## config.mk

```make
export PLATFORM = sky130hd
export DESIGN_NAME = bgr_startup_ctrl
export DESIGN_NICKNAME = d
export VERILOG_FILES = /design/src/rtl/bgr_ctrl_pkg.sv /design/src/rtl/bgr_sync2.sv /design/src/rtl/bgr_startup_ctrl.sv
export SDC_FILE = /design/constraint.sdc
export NUM_CORES = 1
export LEC_CHECK = 0
export ABC_AREA = 1
export CAP_MARGIN = 5
export CORE_ASPECT_RATIO = 1.2
export CORE_MARGIN = 3
export CORE_UTILIZATION = 52
export CTS_CLUSTER_DIAMETER = 150
export DETAILED_ROUTE_END_ITERATION = 10
export GPL_ROUTABILITY_DRIVEN = 0
export GPL_TIMING_DRIVEN = 1
export PLACE_DENSITY = 0.86
export SLEW_MARGIN = 0
export SYNTH_ARGS = -nofsm -noshare
export SYNTH_HDL_FRONTEND = slang
export SYNTH_SLANG_ARGS = --single-unit
```

## constraint.sdc

```tcl
create_clock -name clk -period 1.5 [get_ports clk]
set_input_delay 0.3 -clock clk [delete_from_list [all_inputs] [get_ports clk]]
set_output_delay 0.3 -clock clk [all_outputs]
set_load 0.05 [all_outputs]
```

## src/rtl/bgr_ctrl_pkg.sv

```systemverilog
// Shared definitions for the bandgap start-up controller: FSM state encoding
// and default timing parameters.
package bgr_ctrl_pkg;

    typedef enum logic [2:0] {
        ST_IDLE,
        ST_KICK,
        ST_SETTLE,
        ST_CHECK,
        ST_READY,
        ST_FAULT
    } bgr_state_e;

    localparam int unsigned DEF_KICK_CYCLES    = 4;
    localparam int unsigned DEF_SETTLE_CYCLES  = 8;
    localparam int unsigned DEF_OK_CYCLES      = 3;
    localparam int unsigned DEF_TIMEOUT_CYCLES = 16;
    localparam int unsigned DEF_MAX_ATTEMPTS   = 2;

    function automatic int unsigned max_of4(input int unsigned a, input int unsigned b,
                                            input int unsigned c, input int unsigned d);
        int unsigned m;
        m = a;
        if (b > m) m = b;
        if (c > m) m = c;
        if (d > m) m = d;
        return m;
    endfunction

endpackage

```

## src/rtl/bgr_sync2.sv

```systemverilog
// Two-flop synchronizer for the asynchronous bandgap comparator output.
module bgr_sync2 (
    input  logic clk,
    input  logic rst,
    input  logic d,
    output logic q
);

    logic meta;

    always_ff @(posedge clk or posedge rst) begin
        if (rst) begin
            meta <= 1'b0;
            q    <= 1'b0;
        end else begin
            meta <= d;
            q    <= meta;
        end
    end

endmodule

```

## src/rtl/bgr_startup_ctrl.sv

```systemverilog
// Bandgap start-up controller: kicks the core, waits, qualifies vbg_ok and
// retries a bounded number of times before declaring a sticky fault.
module bgr_startup_ctrl
    import bgr_ctrl_pkg::*;
#(
    parameter int unsigned KICK_CYCLES    = DEF_KICK_CYCLES,
    parameter int unsigned SETTLE_CYCLES  = DEF_SETTLE_CYCLES,
    parameter int unsigned OK_CYCLES      = DEF_OK_CYCLES,
    parameter int unsigned TIMEOUT_CYCLES = DEF_TIMEOUT_CYCLES,
    parameter int unsigned MAX_ATTEMPTS   = DEF_MAX_ATTEMPTS
) (
    input  logic                                clk,
    input  logic                                rst,
    input  logic                                enable,
    input  logic                                vbg_ok,
    output logic                                porst,
    output logic                                bgr_ready,
    output logic                                fault,
    output logic [$clog2(MAX_ATTEMPTS+1)-1:0]   attempt_cnt
);

    localparam int unsigned CW = $clog2(max_of4(KICK_CYCLES, SETTLE_CYCLES,
                                                OK_CYCLES, TIMEOUT_CYCLES)) + 1;
    localparam int unsigned AW = $clog2(MAX_ATTEMPTS+1);

    localparam logic [CW-1:0] KICK_LAST    = CW'(KICK_CYCLES - 1);
    localparam logic [CW-1:0] SETTLE_LAST  = CW'(SETTLE_CYCLES - 1);
    localparam logic [CW-1:0] OK_LAST      = CW'(OK_CYCLES - 1);
    localparam logic [CW-1:0] TIMEOUT_LAST = CW'(TIMEOUT_CYCLES - 1);
    localparam logic [AW-1:0] ATT_MAX      = AW'(MAX_ATTEMPTS);
    localparam logic [AW-1:0] ATT_ONE      = AW'(1);

    bgr_state_e      state, state_nx;
    logic [CW-1:0]   tcnt, tcnt_nx, tcnt_inc;
    logic [CW-1:0]   okcnt, okcnt_nx, okcnt_inc;
    logic [AW-1:0]   att_nx, att_inc;
    logic            ok_s;

    bgr_sync2 u_sync (
        .clk (clk),
        .rst (rst),
        .d   (vbg_ok),
        .q   (ok_s)
    );

    always_ff @(posedge clk or posedge rst) begin
        if (rst) begin
            state       <= ST_IDLE;
            tcnt        <= '0;
            okcnt       <= '0;
            attempt_cnt <= '0;
            porst       <= 1'b0;
            bgr_ready   <= 1'b0;
            fault       <= 1'b0;
        end else begin
            state       <= state_nx;
            tcnt        <= tcnt_nx;
            okcnt       <= okcnt_nx;
            attempt_cnt <= att_nx;
            // Flags decode the current state, so they trail it by one edge.
            porst       <= (state == ST_KICK);
            bgr_ready   <= (state == ST_READY);
            fault       <= (state == ST_FAULT);
        end
    end

    always_comb begin
        tcnt_inc  = (tcnt == '1) ? tcnt : tcnt + 1'b1;
        okcnt_inc = (okcnt == '1) ? okcnt : okcnt + 1'b1;
        att_inc   = (attempt_cnt == '1) ? attempt_cnt : attempt_cnt + 1'b1;

        state_nx = state;
        tcnt_nx  = tcnt;
        okcnt_nx = okcnt;
        att_nx   = attempt_cnt;

        if (!enable) begin
            state_nx = ST_IDLE;
            tcnt_nx  = '0;
            okcnt_nx = '0;
            att_nx   = '0;
        end else begin
            unique case (state)
                ST_IDLE: begin
                    state_nx = ST_KICK;
                    tcnt_nx  = '0;
                    okcnt_nx = '0;
                    att_nx   = ATT_ONE;
                end
                ST_KICK: begin
                    if (tcnt >= KICK_LAST) begin
                        state_nx = ST_SETTLE;
                        tcnt_nx  = '0;
                    end else begin
                        tcnt_nx = tcnt_inc;
                    end
                end
                ST_SETTLE: begin
                    if (tcnt >= SETTLE_LAST) begin
                        state_nx = ST_CHECK;
                        tcnt_nx  = '0;
                        okcnt_nx = '0;
                    end else begin
                        tcnt_nx = tcnt_inc;
                    end
                end
                ST_CHECK: begin
                    // Success is tested before timeout so a tie resolves to READY.
                    if (ok_s && okcnt >= OK_LAST) begin
                        state_nx = ST_READY;
                        tcnt_nx  = '0;
                        okcnt_nx = '0;
                        att_nx   = '0;
                    end else if (tcnt >= TIMEOUT_LAST) begin
                        tcnt_nx  = '0;
                        okcnt_nx = '0;
                        if (attempt_cnt < ATT_MAX) begin
                            state_nx = ST_KICK;
                            att_nx   = att_inc;
                        end else begin
                            state_nx = ST_FAULT;
                        end
                    end else begin
                        tcnt_nx  = tcnt_inc;
                        okcnt_nx = ok_s ? okcnt_inc : '0;
                    end
                end
                ST_READY: begin
                    // okcnt here counts consecutive low samples.
                    if (ok_s) begin
                        okcnt_nx = '0;
                    end else if (okcnt >= OK_LAST) begin
                        state_nx = ST_KICK;
                        tcnt_nx  = '0;
                        okcnt_nx = '0;
                        att_nx   = ATT_ONE;
                    end else begin
                        okcnt_nx = okcnt_inc;
                    end
                end
                ST_FAULT: begin
                    state_nx = ST_FAULT;
                end
                default: begin
                    state_nx = ST_IDLE;
                    tcnt_nx  = '0;
                    okcnt_nx = '0;
                    att_nx   = '0;
                end
            endcase
        end
    end

endmodule

```

After elaboration in Yosys (flattened, before gate mapping)

Index checks and enable logic that the tools add are counted.
W data, S select, Z words.

Add/sub/neg operators: 3
Order comparisons: 5
Eq/ne operators: 18
Mux-type cells: 35
Reductions and logical operators: 8

Operator list:

| operator              | number |
|---|---|
| $mux W5               | 16 |
| $pmux W5 S5           | 1 |
| $mux W3               | 8 |
| $pmux W5 S4           | 1 |
| $pmux W3 S6           | 1 |
| $mux W2               | 7 |
| $ne A4 B4 Y1 const B  | 3 |
| $add A5 B1 Y5 const B | 2 |
| $eq A5 B5 Y1 const B  | 2 |
| $ge A5 B2 Y1 const B  | 2 |
| $pmux W2 S4           | 1 |
| $eq A3 B2 Y1 const B  | 2 |
| $eq A3 B3 Y1 const B  | 2 |
| $ne A2 B2 Y1 const B  | 3 |
| $ne A3 B2 Y1 const B  | 2 |
| $ne A3 B3 Y1 const B  | 2 |
| $reduce_and A6 Y1     | 1 |
| $ge A5 B3 Y1 const B  | 1 |
| $ge A5 B4 Y1 const B  | 1 |
| $reduce_and A5 Y1     | 1 |
| $eq A3 B1 Y1 const B  | 1 |
| $logic_not A3 Y1      | 1 |
| $reduce_and A3 Y1     | 1 |
| $reduce_or A3 Y1      | 1 |
| other kinds (6)       | 6 |

Bits in registers: 20
Input bits: 4
Output and inout port bits: 5
Word-level logic and storage cells: 78

Longest topological paths before layout

Gate-level depths: netlist of run 1.

Depth after elaboration: 7
Depth in mapped cells: 11
Mapped depth without buffers: 11

Cells and area by module

Synthesis of run 1 repeated with hierarchy kept, for this count alone.

Cell total of the unflattened synthesis: 217
Area total of the unflattened synthesis: 1411.4 sq um

By module, submodules not included:

| module           | times used | cells each | area an instance (sq um) | sequential area each (sq um) |
|---|---|---|---|---|
| bgr_startup_ctrl | 1          | 214        | 1357.6                   | 450.4 |
| bgr_sync2        | 1          | 3          | 53.8                     | 50.0 |

Worst setup path after synthesis of run 1

No wires, ideal clock.

Path kind: reg2reg
From: register attempt_cnt[0]
To: register attempt_cnt[0]
Setup time: 0.118 ns
Data arrival time: 1.430 ns
Data required time: 1.382 ns
Slack: -0.048 ns
Cell stages (with the launch flop): 7
Path buffers: 0
Period minus slack after synthesis: 1.548 ns
Cells stage by stage: dfrtp_1 ha_1 or2_2 nand3_1 nand3_1 nand2_1 nand2_1

Word-level cells in the longest chain between the ends: 7
Elaborated cells on any way between the ends: 12
Classes of those cells: add/sub: 1; order compare: 1; eq/ne: 3; mux: 6; reduce/logical: 1

Ends and longest elaborated chain:

| element                  | RTL line                | text |
|---|---|---|
| start: declaration       | bgr_startup_ctrl.sv:19  | `output logic [$clog2(MAX_ATTEMPTS+1)-1:0] attempt_cnt` |
| start signal: assignment | bgr_startup_ctrl.sv:59  | `attempt_cnt <= att_nx;` |
| $add A2 B1 Y2            | bgr_startup_ctrl.sv:70  | `att_inc = (attempt_cnt == '1) ? attempt_cnt : attempt_cnt + 1'b1;` |
| $mux W2                  | bgr_startup_ctrl.sv:70  |  |
| $mux W2                  | bgr_startup_ctrl.sv:117 | `if (attempt_cnt < ATT_MAX) begin` |
| $mux W2                  | bgr_startup_ctrl.sv:114 | `end else if (tcnt >= TIMEOUT_LAST) begin` |
| $mux W2                  | bgr_startup_ctrl.sv:109 | `if (ok_s && okcnt >= OK_LAST) begin` |
| $pmux W2 S4              | bgr_startup_ctrl.sv:83  | `unique case (state)` |
| $mux W2                  | bgr_startup_ctrl.sv:77  | `if (!enable) begin` |

Parallel ways exist; a longest one is shown, timed or not. The select of a mux whose other input is x is not followed.
A chain may end at the register's enable or synchronous reset.

Worst setup path in the final report of run 1

Same ends and word-level chain as after synthesis.

==> summary.md, run 1 <==
| Metric | Value |
|---|---|
| Run status | finished with violations |
| Failing checks | negative setup slack |
| DIE WIDTH | 52.0 µm |
| Most used cell, CP | nand2_1 |
| Vias in the first global route | 1245 |
| Critical path's slowest cell | dfrtp_2 |
| Cts bufs inserted | 3 |
| RSZ-0062 raised after global routing | true |
| Routed WL | 3.92 mm |
| Post-route setup slack | -0.0252 ns |
| H-tree depth | 1 |
| Initial antenna violation count | 0 |
| Tmin final | 1.53 ns |
| Met2 wire length | 2.05 mm |
| Final Cycle Share | 1.02 |
| Synth Instances | between 150 and 200 |
| VDD IR max | 1.31 mV |
| Setup Skew | 0.0119 ns |
| Cell area after synthesis | approximately 1300 µm² |
| Routed Antenna Nets | 0 |
| CP required | between 1.5 and 2 ns |
| CP Capture Type | flip-flop |
| Clk Latency, worst-skew pair | 0.31 ns |
| First-pass GRT wire length | 5.31 mm |
| CP Data Arrival Time | about 1.8 ns |
| Synth warn | 0 |
| Core ar. | approximately 2400 µm² |
| # setup viols final | 2 |
| # clock sinks | 20 |
| Via count | 1379 |
| Actual slew at the worst max-slew pin | just under 0.3 ns |
| GRT Resource Usage Total | 0.226 |
| Pre-CTS setup slack | -0.170 ns |
| Largest net degree at the start of global routing | 21 |
| Die span in y | 61.1 µm |
| Max FO, Critical Path | 4 |
| TNS Setup | -0.0285 ns |
| Clk Tree Root Cell | clkbuf_4 |
| Most frequent cells in the layout | 49 x nand2_1, 21 x inv_1, 15 x dfrtp_1 |
| CP startpoint kind | flip-flop |
| Filler Cell Count | about 140 |
| #FFs+latches synth | 20 |
| Clock tree from TritonCTS | yes |
| Total gr overflow | 0 |
| Fin area | 1810 µm² |
| Cts hold-fix bufs | 0 |
| Commonest non-fill, non-tap cell in the layout | nand2_1 |
| Critical Path Max Stage Delay | between 0.4 and 0.5 ns |
| I/O Buffers | 8 |
| Fmax | around 660 MHz |
| Ant. Diodes | 0 |
| Power Dens Cells | ~1400 nW/µm² |
| Via density | approximately 5.7 |
| Hold violation total from the final report | 0 |
| Top Layer Used | met4 |
| CP Class | reg -> reg |
| Worst-path clk slew | 0.12 ns |
| Area grow syn2layout | 37.0% |
| Leakage | 0.953 nW |
| Average size of a mapped cell | 7.16 µm² |
| Max-Cap Viols | 0 |
| Final slew viol count | 0 |
| Pre-Repair DR Iteration Count | 5 |
| Clock buffer depth | 2 |
| FP Rows | 19 |
| Yosys cell types | 25 |
| Crit path cell chain | ha_1 > or2_2 > nand3_2 > nand3_1 > nor2_1 > nand2_1 > nand2_1 |
| Met3 WL | 263 µm |
| Starting Density | 0.560 |
| Rel. slew slack | 0.803 |
| Iter 0 DRT Violations | 110 |
| Design Power | 2.54 mW |
| DR WL/cell | approximately 16 µm |
| # IOs | 9 |
| Fraction of layout cells with a size suffix above 1 | 0.408 |
| Post-Syn Nets | 192 |
| M1 wire length | 1.45 mm |
| Nets | 220 |
| Die area | between 3000 and 4000 µm² |
| Residual DRC | 0 |
| Detailed Place HPWL | 2.19 mm |
| Worst hold path class | in -> async |
| Post-DP Area | 1550 µm² |
| Post-synthesis sequential area ratio | 0.380 |
[registers in the layout, summed over array words and instances (netlist names)]
| register | count |
|---|---|
| u_sync.q | 1 |
| state | 3 |
| fault | 1 |
| porst | 1 |
| u_sync.meta | 1 |
| okcnt | 5 |
| bgr_ready | 1 |
| tcnt | 5 |
| attempt_cnt | 2 |
[critical path, delay by kind of cell, from the launching register on]
| kind | cells | cell delay, ns |
|---|---|---|
| AND/OR/NAND/NOR | 6 | 0.80 |
| flip-flops | 1 | 0.47 |
| adder cells (fa/ha/maj) | 1 | 0.21 |
[logic make-up after synthesis]
family / count (synthesis) / share of synthesized area
simple gates: 110 / 0.397
buf+inv: 32 / 0.0959
flops: 20 / 0.380
compound gates: 16 / 0.0760
fa+ha+maj: 4 / 0.0380
xor+xnor: 2 / 0.0133
[report_power, final]
group | internal, mW | total (mW) | switching (mW)
sequential | 0.634 | 0.756 | 0.122
combinational | 0.595 | 1.46 | 0.864
clock | 0.148 | 0.326 | 0.178
total | 1.38 | 2.54 | 1.16
[Yosys cell counts]
cell type  count  area share
a21boi_2       1      0.0085
a21o_1         1      0.0057
a21oi_1        9       0.034
and2_1         1      0.0048
buf_4          1      0.0057
dfrtp_1       20        0.38
ha_1           4       0.038
inv_1         27       0.077
inv_2          3      0.0085
inv_4          1      0.0048
nand2_1       54        0.15
nand2_2        4       0.019
nand3_1       12       0.046
nand3_2        6       0.046
nand3_4        1       0.013
nand3b_1       1      0.0057
nand4_1        3       0.014
nor2_1        22       0.063
nor2_2         3       0.014
nor2_4         1      0.0085
o21ai_0        2      0.0076
o21ai_2        3       0.020
or2_2          2      0.0095
xnor2_1        1      0.0066
xor2_1         1      0.0066
[repair_timing]
action                     in CTS  in global routing
pin swaps                       3                 18
setup endpoints to repair       9                 13
setup buffers                   3                  4
gates resized for setup         7                 43
[metrics by stage]
| stage | std cells | utilization | hold slack [ns] |
|---|---|---|---|
| floorplan | 184 | - | 0.264 |
| detailed placement | 231 | 0.658 | 0.356 |
| global route | 242 | 0.767 | 0.337 |
| CTS | 238 | 0.696 | 0.320 |
| global placement | 231 | 0.658 | 0.337 |
| finish | 242 | 0.767 | 0.297 |
[final timing paths]
kind                             endpoint  cells past startpoint           start  slack [ns]
max                        attempt_cnt[0]                      7  attempt_cnt[0]       -0.03
max in group asynchronous        state[0]                      3             rst        0.97
min                                 fault                      3             rst        0.30
max reg2reg                attempt_cnt[0]                      7  attempt_cnt[0]       -0.03
min in group clk                 u_sync.q                      0     u_sync.meta        0.41
min reg2reg                      u_sync.q                      0     u_sync.meta        0.41
[layout make-up]
class	count	area, µm²	area share
flip-flops and latches	20	507	0.281
repair buffers	24	258	0.143
inverters	31	121	0.0672
multi-input cells	132	845	0.468
well taps	31	38.8	0.0215
clock buffers	4	36.3	0.0201
[per-layer routing]
metal,up-vias,global-route usage
met5,-,0
met4,0,0.157
met3,20,0.0412
met2,81,0.382
met1,657,0.259
li1,621,-
Power figures use the tool's default switching activity.
==> inputs of run 2 (changes only) <==
- CORE_UTILIZATION: 52 -> 62
- PLACE_DENSITY: 0.86 -> 0.94
- SLEW_MARGIN: 0 -> 20
- clock period: 1.5 -> 1.9 ns (I/O delays scaled with it)
==> summary.md, run 2 (synthesis results as in run 1) <==
| Metric | Value |
|---|---|
| Pre-CTS setup slack | 0.0719 ns |
| Residual DRC | 0 |
| Nets | between 200 and 250 |
| Clk Tree Root Cell | clkbuf_4 |
| Cts hold-fix bufs | 0 |
| Via count | between 1000 and 1500 |
| Starting Density | 0.681 |
| Tmin final | between 1.5 and 2 ns |
| CP Buf/Inv Count | 1 |
| Final Non-Filler Cells | 225 |
| DIE WIDTH | between 40 and 50 µm |
| DR WL/cell | about 13 µm |
| Final slew viol count | 0 |
| Area grow syn2layout | 11.7% |
| CP Data Arrival Time | 1.47 ns |
| Crit path cell chain | clkdlybuf4s50_1 |
| TNS Setup | 0 ns |
| Clock buffer depth | 2 |
| Top Registers | okcnt x5, tcnt x5, state x3 |
| Run status | finished clean |
| VDD IR max | 0.808 mV |
| GRT Resource Usage Total | 0.247 |
| Hold violation total from the final report | 0 |
| # IOs | 9 |
| RSZ-0062 raised after global routing | false |
| Fraction of layout cells with a size suffix above 1 | 0.168 |
| H-tree depth | 1 |
| Clk Latency, worst-skew pair | 0.31 ns |
| Core ar. | 1940 µm² |
| Critical path's slowest cell | clkdlybuf4s50_1 |
| Rel. slew slack | 0.668 |
| Vias in the first global route | approximately 1100 |
| Leakage | approximately 0.83 nW |
| Post-CTS setup buffers | 0 |
| Fmax | 540 MHz |
| # clock sinks | 20 |
| Die area | approximately 2700 µm² |
| Detailed Place HPWL | ~2.2 mm |
| Final hold slack | about 0.38 ns |
| Max FO, Critical Path | 1 |
| Cells after DPL | around 220 |
| Final Cycle Share | 0.975 |
| I/O Buffers | 8 |
| Final core occ | 0.760 |
| CP required | 1.52 ns |
| Actual slew at the worst max-slew pin | 0.496 ns |
| # setup viols final | 0 |
| Post-route setup slack | 0.0482 ns |
| Power Dens Cells | 1070 nW/µm² |
| Area of the multi-input gates | 691 µm² |
| Register area | about 500 µm² |
| Via density | 5.40 |
| Routed Antenna Nets | 0 |
| Clock tree from TritonCTS | yes |
| Cts bufs inserted | 3 |
| Worst hold path class | in -> async |
| Top delay family on crit path | buffers and inverters |
| Commonest non-fill, non-tap cell in the layout | nand2_1 |
| First-pass GRT wire length | 4.82 mm |
| Total gr overflow | 0 |
| FP Rows | 17 |
| Pre-Repair DR Iteration Count | 4 |
| Initial antenna violation count | 0 |
| Worst-path clk slew | roughly 0.11 ns |
| Largest net degree at the start of global routing | 21 |
| Setup Skew | around 0.0026 ns |
| CP Class | reg -> out |
| Filler Cell Count | 138 |
| CP Capture Type | output port |
| Most frequent cells in the layout | 54 x nand2_1, 27 x inv_1, 22 x nor2_1 |
| Ant. Diodes | 0 |
| Die span in y | 56.5 µm |
| Critical Path Max Stage Delay | 0.80 ns |
| Max-Cap Viols | 0 |
| PostCTS Resize Cnt | 0 |
| CP startpoint kind | flip-flop |
| Iter 0 DRT Violations | 47 |
| Routed WL | 2.82 mm |
## run 2: layer usage
metal  wire (µm)  share of wire  global-route usage
met1        1160           0.41               0.299
met2        1430           0.51               0.408
met3         130          0.046              0.0256
met4          99          0.035               0.123
met5           0              0                   0
## run 2: worst register-to-register path, delay by kind of cell, from the launching register on
kind	cells	cell delay, ns
simple gates	6	0.80
fa+ha+maj	1	0.24
flops	1	0.47
compound gates	1	0.16
## run 2: area by class of cell
| cell class | count | share of cell area |
|---|---|---|
| clock buffers | 4 | 0.0247 |
| repair buffers | 10 | 0.0612 |
| flip-flops and latches | 20 | 0.340 |
| well taps | 28 | 0.0238 |
| inverters | 31 | 0.0808 |
| multi-input cells | 132 | 0.469 |
## run 2: path summary, 6_finish.rpt
check | startpoint | endpoint | slack, ns | cells past startpoint
worst min-delay path | rst | tcnt[4] | 0.38 | 3
max in group asynchronous | rst | okcnt[1] | 1.32 | 3
min in group clk | u_sync.meta | u_sync.q | 0.40 | 0
worst max register to register | tcnt[0] | tcnt[0] | 0.18 | 8
worst min register to register | u_sync.meta | u_sync.q | 0.40 | 0
worst max-delay path | fault | fault | 0.05 | 1
## run 2: through the flow
stage                     total power, mW  area (µm²)
after floorplan                      1.15        1320
after global placement               1.29        1440
after detailed placement             1.33        1440
after CTS                            1.57        1470
after global routing                 1.71        1470
final                                1.58        1470
## run 2: power by group
group	internal, mW	switching [mW]
Combinational	0.250	0.496
Sequential	0.493	0.0867
Clock	0.117	0.134
==> inputs of run 3 (changes only) <==
- CORE_ASPECT_RATIO: 1.2 -> 1.5
- CORE_UTILIZATION: 62 -> 63
- PLACE_DENSITY: 0.94 -> 0.95
- SYNTH_HIERARCHICAL: not set -> 1
==> summary.md, run 3 <==
| Metric | Value |
|---|---|
| Fraction of layout cells with a size suffix above 1 | 0.123 |
| Starting Density | 0.680 |
| DR WL/cell | 11.3 µm |
| Post-synth EDFFs | 0 |
| Hold violation total from the final report | 0 |
| GRT Resource Usage Total | 0.241 |
| Pre-CTS setup slack | 0.0608 ns |
| Power Dens Cells | 1080 nW/µm² |
| Pre-Repair DR Iteration Count | 4 |
| Routed Antenna Nets | 0 |
| Post-Syn Nets | 225 |
| CP Buf/Inv Count | 1 |
| Routed WL | 2.83 mm |
| RSZ-0062 raised after global routing | false |
| Total gr overflow | 0 |
| # clock sinks | 20 |
| Synth Instances | 217 |
| Filler Cell Count | 170 |
| CP Capture Type | output port |
| Cell area after synthesis | between 1000 and 1500 µm² |
| PostCTS Resize Cnt | 0 |
| Synth warn | 6 |
| Post-route setup slack | just under 0.08 ns |
| Tmin final | 1.82 ns |
| Top Layer Used | met4 |
| Setup Skew | 0.00402 ns |
| Final core occ | 0.750 |
| Post-synthesis sequential area ratio | 0.355 |
| Average size of a mapped cell | 6.50 µm² |
| CP startpoint kind | flip-flop |
| H-tree depth | 1 |
| Via density | about 5.4 |
| Async set-reset flop share out of synthesis | 1.00 |
| Clock tree from TritonCTS | yes |
| Clk Latency, worst-skew pair | 0.30 ns |
| Area grow syn2layout | 10.4% |
| FP Rows | 20 |
| Most frequent cells in the layout | 70 x nand2_1, 30 x inv_1, 29 x nor2_1 |
| Via count | 1341 |
| Die span in y | 64.0 µm |
| Post-CTS setup buffers | 0 |
| Iter 0 DRT Violations | 60 |
| Cts bufs inserted | 3 |
| Leakage | 0.911 nW |
| Rel. slew slack | 0.674 |
| Max FO, Critical Path | 1 |
| Core ar. | 2080 µm² |
| Critical path's slowest cell | clkdlybuf4s50_1 |
| Ant. Diodes | 0 |
| Residual DRC | 0 |
| Initial antenna violation count | 0 |
| Met3 WL | between 150 and 200 µm |
| Worst hold path class | in -> async |
| Main synth FF type | dfrtp_1 |
| Cells after DPL | roughly 250 |
| Worst-path clk slew | roughly 0.12 ns |
| Actual slew at the worst max-slew pin | 0.487 ns |
| Final Non-Filler Cells | 250 |
| Crit path cell chain | clkdlybuf4s50_1 |
| I/O Buffers | 8 |
| Synth area leaders | dfrtp_1 35%, nand2_1 19%, inv_1 8.0% |
| DIE WIDTH | 44.6 µm |
| Clk Tree Root Cell | clkbuf_4 |
| Vias in the first global route | between 1000 and 1500 |
| Yosys cell types | 22 |
| Top delay family on crit path | buffers and inverters |
| Fmax | 549 MHz |
| Critical Path Max Stage Delay | about 0.79 ns |
| # setup viols final | 0 |
| Commonest non-fill, non-tap cell in the layout | nand2_1 |
| Leading area contributor after synthesis | dfrtp_1 |
| CP Data Arrival Time | approximately 1.4 ns |
| Share of the synthesized area in the top cell type | 0.355 |
| CP Class | reg -> out |
| Clock buffer depth | 2 |
| Die area | 2860 µm² |
| Largest net degree at the start of global routing | 19 |
| Detailed Place HPWL | 2.21 mm |
| M1 wire length | between 1 and 1.5 mm |
| TNS Setup | 0 ns |
| Nets | around 240 |
| Cts hold-fix bufs | 0 |
| Met2 wire length | 1.50 mm |
| Run status | finished clean |
| Max-Cap Viols | 0 |
| Final Cycle Share | 0.958 |
| Top Registers | okcnt x5, tcnt x5, state x3 |
| # IOs | 9 |
| #FFs+latches synth | 20 |
| CP required | 1.52 ns |
| First-pass GRT wire length | around 5.2 mm |
| Synth cell count leaders | 70 x nand2_1, 30 x inv_1, 29 x nor2_1 |
| Cell with the most instances after synthesis | nand2_1 |
| Final slew viol count | 0 |
| VDD IR max | approximately 0.76 mV |
==> run 3: final timing paths <==
check | start | to | slack, ns | depth (start not counted)
max in group asynchronous | rst | tcnt[0] | 1.30 | 3
worst min-delay path | rst | u_sync/q | 0.23 | 2
min in group clk | u_sync/meta | u_sync/q | 0.37 | 0
worst max register to register | tcnt[0] | okcnt[1] | 0.25 | 10
worst max-delay path | fault | fault | 0.08 | 1
worst min register to register | u_sync/meta | u_sync/q | 0.37 | 0
==> run 3: metrics by stage <==
stage               instance area, µm²  hold slack, ns  total power [mW]
floorplan                         1410           0.121              1.18
global placement                  1510           0.345              1.32
detailed placement                1510           0.339              1.34
CTS                               1560           0.236              1.69
global route                      1560           0.256              1.83
finish                            1560           0.233              1.69
==> run 3: cell type report <==
cell class | count | area, µm² | share of cell area
multi-input cells | 161 | 763 | 0.490
flip-flops and latches | 20 | 500 | 0.321
clock buffers | 3 | 22.5 | 0.0145
repair buffers | 10 | 90.1 | 0.0578
well taps | 22 | 27.5 | 0.0177
clock inverters | 1 | 30.0 | 0.0193
inverters | 33 | 124 | 0.0795
==> run 3: cells by family (layout without fill, tap and decap cells) <==
logic type | Yosys count | in the layout | share of synthesized area
DFF | 20 | 20 | 0.355
adders and majority gates | 4 | 4 | 0.0355
AOI/OAI and AO/OA | 12 | 12 | 0.0425
buffers and inverters | 36 | 47 | 0.105
xor gates and xnor gates | 1 | 1 | 0.00621
and+or+nand+nor | 144 | 144 | 0.457
==> run 3: metal layers <==
| layer | up-vias | GRT usage |
|---|---|---|
| li1 | 688 | - |
| met1 | 603 | 0.286 |
| met2 | 45 | 0.412 |
| met3 | 5 | 0.0197 |
| met4 | 0 | 0.128 |
| met5 | - | 0 |
==> run 3: power breakdown <==
group	total [mW]	internal [mW]	leakage, nW	switching (mW)
logic	0.754	0.262	0.615	0.491
clock network	0.347	0.213	0.0279	0.134
registers	0.586	0.494	0.269	0.0921
